$ cat config.mk
export PLATFORM = sky130hd
export DESIGN_NAME = uart_tx
export DESIGN_NICKNAME = d
export VERILOG_FILES = /design/src/rtl/uart_tx.sv
export SDC_FILE = /design/constraint.sdc
export NUM_CORES = 1
export LEC_CHECK = 0
export ABC_AREA = 1
export BUFFER_PORTS_ARGS = -buffer_cell sky130_fd_sc_hd__buf_2
export CELL_PAD_IN_SITES_DETAIL_PLACEMENT = 0
export CELL_PAD_IN_SITES_GLOBAL_PLACEMENT = 2
export CORE_UTILIZATION = 38
export CTS_CLUSTER_SIZE = 14
export DETAILED_ROUTE_END_ITERATION = 10
export GPL_TIMING_DRIVEN = 0
export HOLD_SLACK_MARGIN = 0.06
export PLACE_DENSITY = 0.82
export SETUP_SLACK_MARGIN = 0.5
export SLEW_MARGIN = 20
export SYNTH_ARGS = -nofsm -noshare
export SYNTH_HDL_FRONTEND = slang
export SYNTH_SLANG_ARGS = --single-unit
$ cat constraint.sdc
create_clock -name clk -period 3.6 [get_ports clk]
set_clock_uncertainty 0.15 [all_clocks]
set_input_delay 0.36 -clock clk [delete_from_list [all_inputs] [get_ports clk]]
set_output_delay 0.36 -clock clk [all_outputs]
set_load 0.01 [all_outputs]
$ cat src/rtl/uart_tx.sv
`default_nettype none
// ============================================================================
// Module   : uart_tx
// Brief    : FIFO-buffered 8N1 UART transmitter, LSB first, idle high.
//            Define UART_TX_PARITY_EN to insert an even-parity bit (8E1).
// Revision : 1.0
// ============================================================================
module uart_tx #(
  parameter int CLK_FREQ      = 50_000_000,
  parameter int BAUD_RATE     = 115200,
  parameter int CLK_COUNT_BIT = CLK_FREQ / BAUD_RATE,
  parameter int FIFO_DEPTH    = 4
) (
  input  logic       clk,
  input  logic       rst_n,
  input  logic [7:0] data,
  input  logic       we,
  output logic       full,
  output logic       tx,
  output logic       busy,
  output logic       end_flag
);

  localparam int          AW         = $clog2(FIFO_DEPTH);
  localparam logic [AW:0] DEPTH_FULL = (AW+1)'(FIFO_DEPTH);
  localparam logic [31:0] CNT_LAST   = 32'(CLK_COUNT_BIT - 1);

`ifdef UART_TX_PARITY_EN
  typedef enum logic [2:0] {
    S_IDLE   = 3'd0,
    S_START  = 3'd1,
    S_DATA   = 3'd2,
    S_PARITY = 3'd3,
    S_STOP   = 3'd4
  } state_e;
`else
  typedef enum logic [1:0] {
    S_IDLE  = 2'd0,
    S_START = 2'd1,
    S_DATA  = 2'd2,
    S_STOP  = 2'd3
  } state_e;
`endif

  logic [7:0]    mem_q [FIFO_DEPTH];
  logic [AW-1:0] wr_ptr_q, wr_ptr_d;
  logic [AW-1:0] rd_ptr_q, rd_ptr_d;
  logic [AW:0]   count_q, count_d;
  logic          full_q, full_d;
  state_e        state_q, state_d;
  logic [31:0]   cnt_q, cnt_d;
  logic [2:0]    bit_idx_q, bit_idx_d;
  logic [7:0]    shift_q, shift_d;
  logic          tx_q, tx_d;
  logic          end_flag_q, end_flag_d;
  logic          wr_en;
  logic          pop;
  logic          bit_done;
`ifdef UART_TX_PARITY_EN
  logic          parity_q, parity_d;
`endif

  always_comb begin
    wr_en      = we && !full_q;
    pop        = 1'b0;
    bit_done   = (cnt_q == CNT_LAST);
    state_d    = state_q;
    cnt_d      = cnt_q;
    bit_idx_d  = bit_idx_q;
    shift_d    = shift_q;
    end_flag_d = 1'b0;

    case (state_q)
      S_IDLE: begin
        if (count_q != '0) begin
          pop     = 1'b1;
          cnt_d   = 32'd0;
          state_d = S_START;
        end
      end
      S_START: begin
        if (bit_done) begin
          cnt_d     = 32'd0;
          bit_idx_d = 3'd0;
          state_d   = S_DATA;
        end else begin
          cnt_d = cnt_q + 32'd1;
        end
      end
      S_DATA: begin
        if (bit_done) begin
          cnt_d     = 32'd0;
          shift_d   = {1'b0, shift_q[7:1]};
          bit_idx_d = bit_idx_q + 3'd1;
          if (bit_idx_q == 3'd7) begin
`ifdef UART_TX_PARITY_EN
            state_d = S_PARITY;
`else
            state_d = S_STOP;
`endif
          end
        end else begin
          cnt_d = cnt_q + 32'd1;
        end
      end
`ifdef UART_TX_PARITY_EN
      S_PARITY: begin
        if (bit_done) begin
          cnt_d   = 32'd0;
          state_d = S_STOP;
        end else begin
          cnt_d = cnt_q + 32'd1;
        end
      end
`endif
      S_STOP: begin
        if (bit_done) begin
          cnt_d      = 32'd0;
          end_flag_d = 1'b1;
          // Chain straight into the next start bit when more data is queued.
          if (count_q != '0) begin
            pop     = 1'b1;
            state_d = S_START;
          end else begin
            state_d = S_IDLE;
          end
        end else begin
          cnt_d = cnt_q + 32'd1;
        end
      end
      default: state_d = S_IDLE;
    endcase

    if (pop) shift_d = mem_q[rd_ptr_q];
`ifdef UART_TX_PARITY_EN
    parity_d = pop ? ^mem_q[rd_ptr_q] : parity_q;
`endif

    wr_ptr_d = wr_en ? wr_ptr_q + AW'(1) : wr_ptr_q;
    rd_ptr_d = pop   ? rd_ptr_q + AW'(1) : rd_ptr_q;
    case ({wr_en, pop})
      2'b10:   count_d = count_q + (AW+1)'(1);
      2'b01:   count_d = count_q - (AW+1)'(1);
      default: count_d = count_q;
    endcase
    full_d = (count_d == DEPTH_FULL);

    // The line register follows the state being entered so tx is glitch-free.
    case (state_d)
      S_START:  tx_d = 1'b0;
      S_DATA:   tx_d = shift_d[0];
`ifdef UART_TX_PARITY_EN
      S_PARITY: tx_d = parity_d;
`endif
      default:  tx_d = 1'b1;
    endcase
  end

  always_ff @(posedge clk) begin
    if (wr_en) mem_q[wr_ptr_q] <= data;
  end

  always_ff @(posedge clk or negedge rst_n) begin
    if (!rst_n) begin
      wr_ptr_q   <= '0;
      rd_ptr_q   <= '0;
      count_q    <= '0;
      full_q     <= 1'b0;
      state_q    <= S_IDLE;
      cnt_q      <= 32'd0;
      bit_idx_q  <= 3'd0;
      shift_q    <= 8'd0;
      tx_q       <= 1'b1;
      end_flag_q <= 1'b0;
`ifdef UART_TX_PARITY_EN
      parity_q   <= 1'b0;
`endif
    end else begin
      wr_ptr_q   <= wr_ptr_d;
      rd_ptr_q   <= rd_ptr_d;
      count_q    <= count_d;
      full_q     <= full_d;
      state_q    <= state_d;
      cnt_q      <= cnt_d;
      bit_idx_q  <= bit_idx_d;
      shift_q    <= shift_d;
      tx_q       <= tx_d;
      end_flag_q <= end_flag_d;
`ifdef UART_TX_PARITY_EN
      parity_q   <= parity_d;
`endif
    end
  end

  assign full     = full_q;
  assign tx       = tx_q;
  assign end_flag = end_flag_q;
  assign busy     = (count_q != '0) || (state_q != S_IDLE);

endmodule
`default_nettype wire

==> impl_metrics.toml <==
[setup_path]
startpoint = "cnt_q[1]$_DFFE_PN0P_"
cp.arrival_ns = 3.06
worst-setup-path-type = "reg -> reg"
endpoint = "full$_DFF_PN0_"
ff2ff_path_depth = 16
rrSetupSlack_ns = 0.64
rr_endpoint = "full$_DFF_PN0_"
cp-end-kind = "register"
start_kind = "register"
cp_max_fo = 9
worstReg2RegStart = "cnt_q[1]$_DFFE_PN0P_"
worstPathRequired_ns = 3.71

[floorplan]
row_count = 39
io_pins = 15
initial_utilization_pct = 39.4
die_y_um = 112
fp.dieArea_mm2 = 0.0124
core_mm2 = 0.0116
die_w_um = 112

[yosys]
ys_warn_count = 0
synth_compound_area_share_pct = 10.1
synthSimpleGateAreaFrac_pct = 25.0
syn_avg_cell_area_um2 = 8.48
synthAdderAreaFrac_pct = 4.00
synth-seq-cells = 87
synth_nets = 563
synth-main-ff-cell = "dfrtp_1"
synth_edf_count = 32
netlist_instances = 538
synth_top_family_by_area = "simple AND/OR/NAND/NOR gates"
syn_area_mm2 = 0.00456
async_flop_share_pct = 63.2
synth.area.mux_share_pct = 0.247
ys_seq_area_share_pct = 51.3
synth_cell_types = 36
synth_xor_area_share_pct = 2.30

[clock_tree]
cts_sinks = 87
cts-buffers-inserted = 9
htree_num_levels = 3
clkTransAtPathRegs_ns = 0.07
cts_tree = "yes"
insertion_delay_ns = 0.35
clock-root-buffer = "clkbuf_16"
clockBufferDepth = 2

[timing]
drv_slew = 0
period_share_pct = 82.1
finalSetupViolations = 0
relSlewSlack_pct = 44.3
timing.fmax_mhz = 338
worstMarginPinSlew_ns = 0.833
grt_setup_unrepaired = "yes"
finalCriticalPeriod_ns = 2.96
hold_viol = 0
fin_setup_tns_ns = 0

[placement]
post-place-cells = 695
port_buffers = 14
detailed_place_hpwl_mm = 7.74
routabilityCongestion = 0.785

[grt]
grt_pass1_wl_mm = 18.1
gr-total-overflow = 0
grt_antenna_before_repair = 0
grt_pass1_vias = 3604
grt_usage_pct = 18.8
grt_max_degree = 56

[layout]
area_delta_synth_final_pct = 13.4
mostFrequentLayoutCells = "104 x nand2_1, 68 x nor2_1, 59 x inv_1"
layout_commonest_cell = "nand2_1"
final_cells = 716
diodes = 0
final_nets = 593
utilization_pct = 44.7
layout-drive-gt1-share_pct = 12.2

[job]
drv_cap = 0

[status]
status = "finished with violations"
violations = "design-rule violations"

[drt]
via_per_inst = 5.06
wl_per_cell_um = 14.9
final_antenna_net_count = 0
drtIter0Drc = 188
route.detailed.drc = 4
first_pass_iters = 8
num_vias = 3620
routed_wl_mm = 10.7

[pwr]
p_seq_share_pct = 40.0
p_switching_uw = 1220
ir_worst_vdd_v = 0.000425
pwr-share-clk_pct = 28.1
total_leakage_power_uw = 0.00221
p_int_uw = 2060
comb_power_share_pct = 31.9
switching_share_pct = 37.1
power_density_mw_per_mm2 = 634

[hold_path]
hp-class = "in -> reg"
==> registers in the layout, summed over array words and instances (netlist names) <==
name and cells:
bit_idx_q 3, cnt_q 32, count_q 3, end_flag 1, full 1, mem_q 32
rd_ptr_q 2, shift_q 8, state_q 2, tx 1, wr_ptr_q 2
==> how the worst min path moves through the flow <==
stage | startpoint | to | slack (ns) | depth (start not counted)
finish | data[7] | mem_q[2][7]$_DFFE_PP_ | 0.08 | 1
global route | data[2] | mem_q[0][2]$_DFFE_PP_ | 0.07 | 1
CTS | data[7] | mem_q[2][7]$_DFFE_PP_ | 0.07 | 1
detailed placement | bit_idx_q[0]$_DFFE_PN0P_ | bit_idx_q[0]$_DFFE_PN0P_ | 0.33 | 1
global placement | bit_idx_q[0]$_DFFE_PN0P_ | bit_idx_q[0]$_DFFE_PN0P_ | 0.32 | 1
floorplan | rst_n | bit_idx_q[0]$_DFFE_PN0P_ | -0.09 | 0
==> layout make-up <==
class / instances / area [um^2]
multi-input combinational: 369 / 1910
buffer: 11 / 57.6
fill: 1132 / 6390
inverter: 71 / 274
clock buffer: 9 / 225
timing repair buffer: 19 / 118
tap: 143 / 179
sequential: 87 / 2340
clock inverter: 7 / 72.6
==> per-stage QoR <==
step	cell area [um^2]	total power [uW]	setup WS (ns)	hold WS (ns)
2_1_floorplan	4560	2040	0.992	-0.0856
3_3_place_gp	4810	2330	0.414	0.323
3_5_place_dp	4810	2360	0.426	0.330
4_1_cts	5140	3300	0.464	0.0655
5_1_grt	5170	3520	0.453	0.0719
6_report	5170	3280	0.644	0.0821
==> repair_timing <==
item / 4_1_cts / 5_1_grt
gates resized for setup: 2 / 9
endpoints found under the hold margin: 62 / 0
pin swaps: 0 / 2
setup endpoints to repair: 2 / 2
buffers inserted: 0 / 2
hold buffers: 3 / 0
==> power groups by stage <==
| stage | clock (uW) | combinational, uW | sequential [uW] |
|---|---|---|---|
| detailed placement | 0 | 1020 | 1330 |
| floorplan | 0 | 724 | 1320 |
| finish | 923 | 1050 | 1310 |
| global placement | 0 | 1010 | 1330 |
| global route | 994 | 1190 | 1340 |
| CTS | 953 | 1040 | 1310 |
==> critical path: stages (launching register included) <==
cell and delay, ns:
dfrtp_1 0.40, inv_1 0.08, ha_1 0.18, inv_1 0.05
nor2_1 0.08, nand2_1 0.10, nor2_2 0.12, nand2_1 0.10
nor2_4 0.14, nand2_1 0.07, nand2_2 0.09, nand2_4 0.10
inv_6 0.11, ha_2 0.20, fa_1 0.41, mux2_2 0.29
nor3b_2 0.20
==> cells in the mapped netlist, types with 4 or more instances <==
cell type / instances / share of area [%]
clkbuf_1: 6 / 0.49
inv_1: 60 / 4.9
o22ai_1: 22 / 3.0
nand4_1: 9 / 1.2
nand2_1: 104 / 8.6
o21ai_1: 7 / 0.77
ha_1: 13 / 3.6
xor2_1: 9 / 1.7
nor2_1: 69 / 5.7
nor4_1: 4 / 0.55
nor2_2: 5 / 0.69
dfrtp_1: 54 / 30
o21ai_0: 39 / 4.3
a21oi_1: 12 / 1.3
nand2_2: 4 / 0.55
nor3_1: 10 / 1.1
edfxtp_1: 32 / 21
nand3_1: 46 / 5.0
inv_2: 10 / 0.82
==> metal layers <==
| layer | part of all wire, % | wire length (um) | global-route usage [%] |
|---|---|---|---|
| met1 | 53 | 5630 | 27.0 |
| met3 | 3.3 | 351 | 3.97 |
| met5 | 0 | 0 | 0 |
| met4 | 1.3 | 135 | 6.67 |
| met2 | 43 | 4540 | 28.1 |
==> cell families (layout without fill, tap and decap cells) <==
group | after synthesis | after routing
muxes | 1 | 1
DFF | 87 | 87
and+or+nand+nor | 258 | 258
AOI/OAI and AO/OA | 84 | 84
adders and majority gates | 14 | 14
xor gates and xnor gates | 12 | 12
buffers and inverters | 82 | 117
Note: power is estimated with default switching activity, not from simulation.
